### config.mk
export PLATFORM = sky130hd
export DESIGN_NAME = arm_memory_arbiter
export DESIGN_NICKNAME = d
export VERILOG_FILES = /design/src/rtl/arm_memory_arbiter.sv
export SDC_FILE = /design/constraint.sdc
export NUM_CORES = 1
export LEC_CHECK = 0
export BUFFER_PORTS_ARGS = -buffer_cell sky130_fd_sc_hd__buf_4
export CELL_PAD_IN_SITES_DETAIL_PLACEMENT = 1
export CELL_PAD_IN_SITES_GLOBAL_PLACEMENT = 1
export CORE_AREA = 2 2 117 119
export CTS_CLUSTER_SIZE = 16
export DETAILED_ROUTE_END_ITERATION = 8
export DIE_AREA = 0 0 119 121
export PLACE_DENSITY = 0.71
export SYNTH_ARGS = -nofsm -noshare
export SYNTH_HDL_FRONTEND = slang
export SYNTH_SLANG_ARGS = --single-unit
### constraint.sdc
create_clock -name i_CLK -period 2.75 [get_ports i_CLK]
set_clock_uncertainty 0.1 [all_clocks]
set_input_delay 0.1375 -clock i_CLK [delete_from_list [all_inputs] [get_ports i_CLK]]
set_output_delay 0.1375 -clock i_CLK [all_outputs]
set_load 0.1 [all_outputs]
### src/rtl/arm_memory_arbiter.sv
// rtl/arm_memory_arbiter.sv - two-master round-robin arbiter with bus lock for a unified memory
//
// Purpose:
//   Shares one synchronous-read memory between master 0 (CPU) and master 1
//   (loader/DMA/debug). Every access runs IDLE -> ACCESS -> RESPOND. A master
//   holding Lock keeps the bus across accesses until it releases Lock or idles
//   past LockTimeout.
//
// Ports:
//   i_CLK, i_RESET                    clock, asynchronous active-high reset
//   i_Mx_Req/Write/Lock/Address/
//   i_Mx_WriteData                    master x request (x = 0, 1)
//   o_Mx_Ready, o_Mx_ReadData         master x completion pulse and read data
//   o_MemWrite, o_Address,
//   o_WriteData, i_ReadData           memory port (read data valid one cycle after address)
//   o_Owner                           current/last granted master
//   o_LockErr                         one-cycle pulse when a lock is forcibly released
module arm_memory_arbiter #(
  parameter int BusWidth    = 32,
  parameter int LockTimeout = 15
) (
  input  logic                i_CLK,
  input  logic                i_RESET,
  input  logic                i_M0_Req,
  input  logic                i_M0_Write,
  input  logic                i_M0_Lock,
  input  logic [BusWidth-1:0] i_M0_Address,
  input  logic [BusWidth-1:0] i_M0_WriteData,
  output logic                o_M0_Ready,
  output logic [BusWidth-1:0] o_M0_ReadData,
  input  logic                i_M1_Req,
  input  logic                i_M1_Write,
  input  logic                i_M1_Lock,
  input  logic [BusWidth-1:0] i_M1_Address,
  input  logic [BusWidth-1:0] i_M1_WriteData,
  output logic                o_M1_Ready,
  output logic [BusWidth-1:0] o_M1_ReadData,
  output logic                o_MemWrite,
  output logic [BusWidth-1:0] o_Address,
  output logic [BusWidth-1:0] o_WriteData,
  input  logic [BusWidth-1:0] i_ReadData,
  output logic                o_Owner,
  output logic                o_LockErr
);

  localparam logic [1:0] IDLE    = 2'd0;
  localparam logic [1:0] ACCESS  = 2'd1;
  localparam logic [1:0] RESPOND = 2'd2;
  localparam logic [1:0] LOCKED  = 2'd3;

  localparam int CntW = $clog2(LockTimeout);
  localparam logic [CntW-1:0] CntMax = CntW'(LockTimeout - 1);

  logic [1:0]      state;
  logic            owner;
  logic            last_owner;
  logic [CntW-1:0] lock_cnt;
  logic            lock_err;

  // Owner-side views, selected by the registered owner only.
  logic                own_req, own_write, own_lock, other_req;
  logic [BusWidth-1:0] own_addr, own_wdata;

  assign own_req   = owner ? i_M1_Req       : i_M0_Req;
  assign own_write = owner ? i_M1_Write     : i_M0_Write;
  assign own_lock  = owner ? i_M1_Lock      : i_M0_Lock;
  assign own_addr  = owner ? i_M1_Address   : i_M0_Address;
  assign own_wdata = owner ? i_M1_WriteData : i_M0_WriteData;
  assign other_req = owner ? i_M0_Req       : i_M1_Req;

  always_ff @(posedge i_CLK or posedge i_RESET) begin
    if (i_RESET) begin
      state      <= IDLE;
      owner      <= 1'b0;
      last_owner <= 1'b1;   // so master 0 wins the first tie
      lock_cnt   <= '0;
      lock_err   <= 1'b0;
    end else begin
      lock_err <= 1'b0;
      case (state)
        IDLE: begin
          if (i_M0_Req && i_M1_Req) begin
            owner <= ~last_owner;
            state <= ACCESS;
          end else if (i_M0_Req) begin
            owner <= 1'b0;
            state <= ACCESS;
          end else if (i_M1_Req) begin
            owner <= 1'b1;
            state <= ACCESS;
          end
        end
        ACCESS: state <= RESPOND;
        RESPOND: begin
          // The owner's Req seen here still belongs to the access just completed.
          last_owner <= owner;
          if (own_lock) begin
            state    <= LOCKED;
            lock_cnt <= '0;
          end else if (other_req) begin
            owner <= ~owner;
            state <= ACCESS;
          end else begin
            state <= IDLE;
          end
        end
        LOCKED: begin
          if (own_req) begin
            state <= ACCESS;
          end else if (!own_lock) begin
            state <= IDLE;
          end else if (lock_cnt == CntMax) begin
            state    <= IDLE;
            lock_err <= 1'b1;
          end else begin
            lock_cnt <= lock_cnt + CntW'(1);
          end
        end
        default: state <= IDLE;
      endcase
    end
  end

  logic in_access, in_respond;
  assign in_access  = (state == ACCESS);
  assign in_respond = (state == RESPOND);

  // Decoded from state so the write strobe falls the instant reset asserts.
  assign o_MemWrite  = in_access & own_write;
  assign o_Address   = in_access ? own_addr  : '0;
  assign o_WriteData = in_access ? own_wdata : '0;

  assign o_M0_Ready    = in_respond & ~owner;
  assign o_M1_Ready    = in_respond & owner;
  assign o_M0_ReadData = o_M0_Ready ? i_ReadData : '0;
  assign o_M1_ReadData = o_M1_Ready ? i_ReadData : '0;

  assign o_Owner   = owner;
  assign o_LockErr = lock_err;

endmodule
# Word-level counts from Yosys, hierarchy flattened

Cells that the tools add are included.

Logic and storage cells: 64
Output and inout bits: 133
Bits of input ports: 168
Bits in registers: 9

Equal/unequal tests: 12
Reductions and logical operators: 7
Bitwise gates (word level): 5
Multiplexer cells: 34
$add $sub $neg: 1

Operators by type and width:

| kind                  | count |
|---|---|
| $mux W32              | 6 |
| $mux W4               | 4 |
| $mux W1               | 14 |
| $mux W2               | 7 |
| $ne A2 B2 Y1 const B  | 6 |
| $ne A4 B4 Y1 const B  | 2 |
| $pmux W2 S4           | 1 |
| $pmux W4 S2           | 1 |
| $reduce_and A5 Y1     | 1 |
| $add A4 B1 Y4 const B | 1 |
| $eq A2 B2 Y1 const B  | 2 |
| $eq A4 B4 Y1 const B  | 1 |
| $reduce_and A4 Y1     | 1 |
| $reduce_bool A2 Y1    | 2 |
| $and A1 B1 Y1         | 3 |
| $eq A2 B1 Y1 const B  | 1 |
| $logic_not A2 Y1      | 1 |
| $not A1 Y1            | 2 |
| $pmux W1 S2           | 1 |
| $reduce_and A2 Y1     | 1 |
| $logic_and A1 B1 Y1   | 1 |

# Logic depth before layout (Yosys ltp)

Word-level depth: 5
Mapped depth: 6
Depth with buffers taken out: 6

# Worst setup path before layout

OpenSTA, ideal clock, no wires.

Path type: flip-flop to output port
Start: register owner (netlist: o_Owner)
End: output port o_WriteData[22]
Buffers on the path: 3
Path slack: -0.497 ns
Required time: 2.513 ns
Cell stages (with the launch flop): 6
Arrival: 3.010 ns
Path through: dfrtp_1 -> buf_2 -> buf_4 -> buf_4 -> mux2i_1 -> nor2_1

Longest elaborated chain between the ends: 2

RTL lines:

| item                   | line | text |
|---|---|---|
| from (decl)            | 55   | `logic owner;` |
| from (signal assigned) | 83   | `owner <= ~last_owner;` |
| from (signal assigned) | 101  | `owner <= ~owner;` |
| $mux W32               | 68   | `assign own_wdata = owner ? i_M1_WriteData : i_M0_WriteData;` |
| $mux W32               | 131  | `assign o_WriteData = in_access ? own_wdata : '0;` |
| to (decl)              | 40   | `output logic [BusWidth-1:0] o_WriteData,` |

No other way between the ends.

# Worst setup path after layout

Same ends and word-level chain as after synthesis.

==> impl_metrics.toml <==
[run_status]
run_status = "complete, no violations"

[grt]
wire_length_of_the_first_global_routing_pass_mm = 18.01
global_route.usage.total_pct = 15.84
initial_antenna_violation_count = 0
residual_overflow_from_global_routing = 0
grt_start_max_net_pins = 47
vias_in_the_first_global_route = 3363

[timing]
transition_time_at_the_pin_with_the_least_slew_margin_ns = 0.4486
max_freq_ghz = 0.4522
timing.final.max_slew_violations = 0
timing.final.hold_violations = 0
setup_violations = 0
maxSlewHeadroom_pct = 70.09
fin_crit_ns = 2.211
min_period_over_period_pct = 80.42
final.hold.worst_slack_ns = 0.2101
final.setup.tns_ns = 0
rsz_0062_raised_after_global_routing = "false"

[floorplan]
fp.dieW_um = 119
core_area_sq_um = 13090
die-height_um = 121
initial_core_util_pct = 14.91
fp.dieArea_sq_um = 14400
floorplan.io_pins = 301
rows = 42

[detailed_routing]
wl_per_cell_um = 16.52
finalWirelength_mm = 12.34
drcViolationCount = 0
dr.pass1.iters = 4
drt_iter0_markers = 68
detailed_route_via_count = 3116
antenna_left = 0
via_per_inst = 4.171

[layout]
post-route-cell-area_sq_um = 4690
fill_cells = 1575
diodes = 0
final_net_count = 742
final_cells = 747
ratio_of_cells_with_drive_above_1_in_the_final_layout_pct = 67.43
synthToLayoutAreaGrowth_pct = 140.4

[critical_path]
worstPathMaxFanout = 30
cp-start-kind = "flip-flop"
timing.critical_path.required_ns = 2.51
setup.reg_to_reg.worst_slack_ns = 0.82
path_class = "reg -> out"
crit_path_end_kind = "output pin"
arrival_ns = 1.97

[placement]
port-buffer-count = 300
numPlacedInstances = 742
globalplace.congestion = 0.7880
post_dp_cell_area_sq_um = 4601
dp_hpwl_mm = 10.84

[logic_synthesis]
async_flop_share_pct = 100.0
share_of_the_yosys_chip_area_belonging_to_registers_pct = 11.61
yosys.cell_types.count = 30
synth_edf_count = 0
postSynthCellCount = 280
syn-num-nets = 450
synth_top_cell_by_area = "mux2i_1"
area_fraction_of_the_dominant_cell_type_after_synthesis_pct = 33.87
syn_avg_cell_area_sq_um = 6.967
synth.ff_latch_count = 9
yosys_warnings = 0
leading_cell_type_by_number_of_instances_after_synthesis = "nor2_1"
synthTopCellsByArea = "mux2i_1 34%, and2_1 21%, nor2_1 14%"
dominantRegCellSynth = "dfrtp_1"
synth.cell_area_sq_um = 1951
synth.cells.most_frequent = "71 x nor2_1, 66 x mux2i_1, 64 x and2_1"

[clock_tree]
post_cts_resized = 0
cts_tree = "built"
cts.sink_count = 9
htree_num_levels = 1
clockRootBuffer = "clkbuf_16"
clkSlewWorstSetupHoldPaths_ns = 0.04
insertion_delay_ns = 0.24
cts-buffers-inserted = 3
clockBufferDepth = 2

[min_path]
worstHoldPathType = "in -> reg"

[run]
timing.max_cap.violations = 0
==> layout by cell type (no fill, tap or decap), types with 2 or more instances in the layout <==
cell type and instances:
nor2_4 8, and2_2 8, and2_1 56, nor2_2 51
clkbuf_16 3, a21oi_1 6, nand2_1 4, nand2b_1 2
nand3_1 4, buf_4 308, mux2i_1 66, o21ai_0 3
ha_1 2, inv_1 9, nor2_1 12, o211ai_1 2
or3_1 2, dfrtp_1 7
==> critical path, cell delays in order (launching register included) <==
cell	delay [ns]
dfrtp_4	0.70
buf_4	0.37
mux2i_1	0.33
nor2_2	0.06
buf_4	0.24
==> per-layer routing <==
layer  global-route usage [%]  part of all wire (%)  vias to the layer above
met2                    32.65                    56                      189
li1                         -                     -                     1500
met4                    2.381                  0.74                        0
met5                        0                     0                        -
met3                    4.229                   8.5                        6
met1                    15.94                    34                     1421
==> sequential cells by signal (all words and copies together) (netlist names) <==
register,cells
lock_cnt,4
last_owner,1
o_LockErr,1
o_Owner,1
state,2
==> layout make-up <==
| cell class | count | area (sq um) | share of cell area, % |
|---|---|---|---|
| multi-input combinational | 239 | 1784 | 38.05 |
| clock buffer | 4 | 78.83 | 1.681 |
| timing repair buffer | 310 | 2342 | 49.95 |
| tap | 176 | 220.2 | 4.696 |
| inverter | 9 | 33.78 | 0.7204 |
| sequential | 9 | 230.2 | 4.909 |
==> path summary, 6_finish.rpt <==
check                           startpoint         endpoint  cells after the start
worst max-delay path               o_Owner  o_WriteData[22]                      4
worst min-delay path              i_M1_Req         state[0]                      5
worst max register to register     o_Owner      lock_cnt[3]                      4
worst min register to register  last_owner       last_owner                      1
max in group asynchronous          i_RESET       last_owner                      3
min in group asynchronous          i_RESET          o_Owner                      3
==> cells by family (layout without fill, tap and decap cells) <==
group                      Yosys count  count (layout)  share of synthesized area [%]
and+or+nand+nor                    150             150                          38.04
DFF                                  9               9                          11.61
muxes                               68              68                          35.21
buffers and inverters               32             323                          7.440
adders and majority gates            2               2                          1.283
AOI/OAI and AO/OA                   19              19                          6.415
==> repair_timing <==
action | in CTS | in global routing
hold buffers | 1 | 0
hold endpoints to repair | 8 | 0
setup buffers | 0 | 0
==> through the flow <==
stage	util (%)	setup WS, ns
after floorplan	-	0.02625
after global placement	35.16	0.7973
after detailed placement	35.16	0.7693
after CTS	35.84	0.4965
after global routing	35.84	0.3784
final	35.84	0.5385
Power is left out: the tool's default activity adds up to more than one toggle a clock period on the data nets, which glitch-free logic cannot reach.
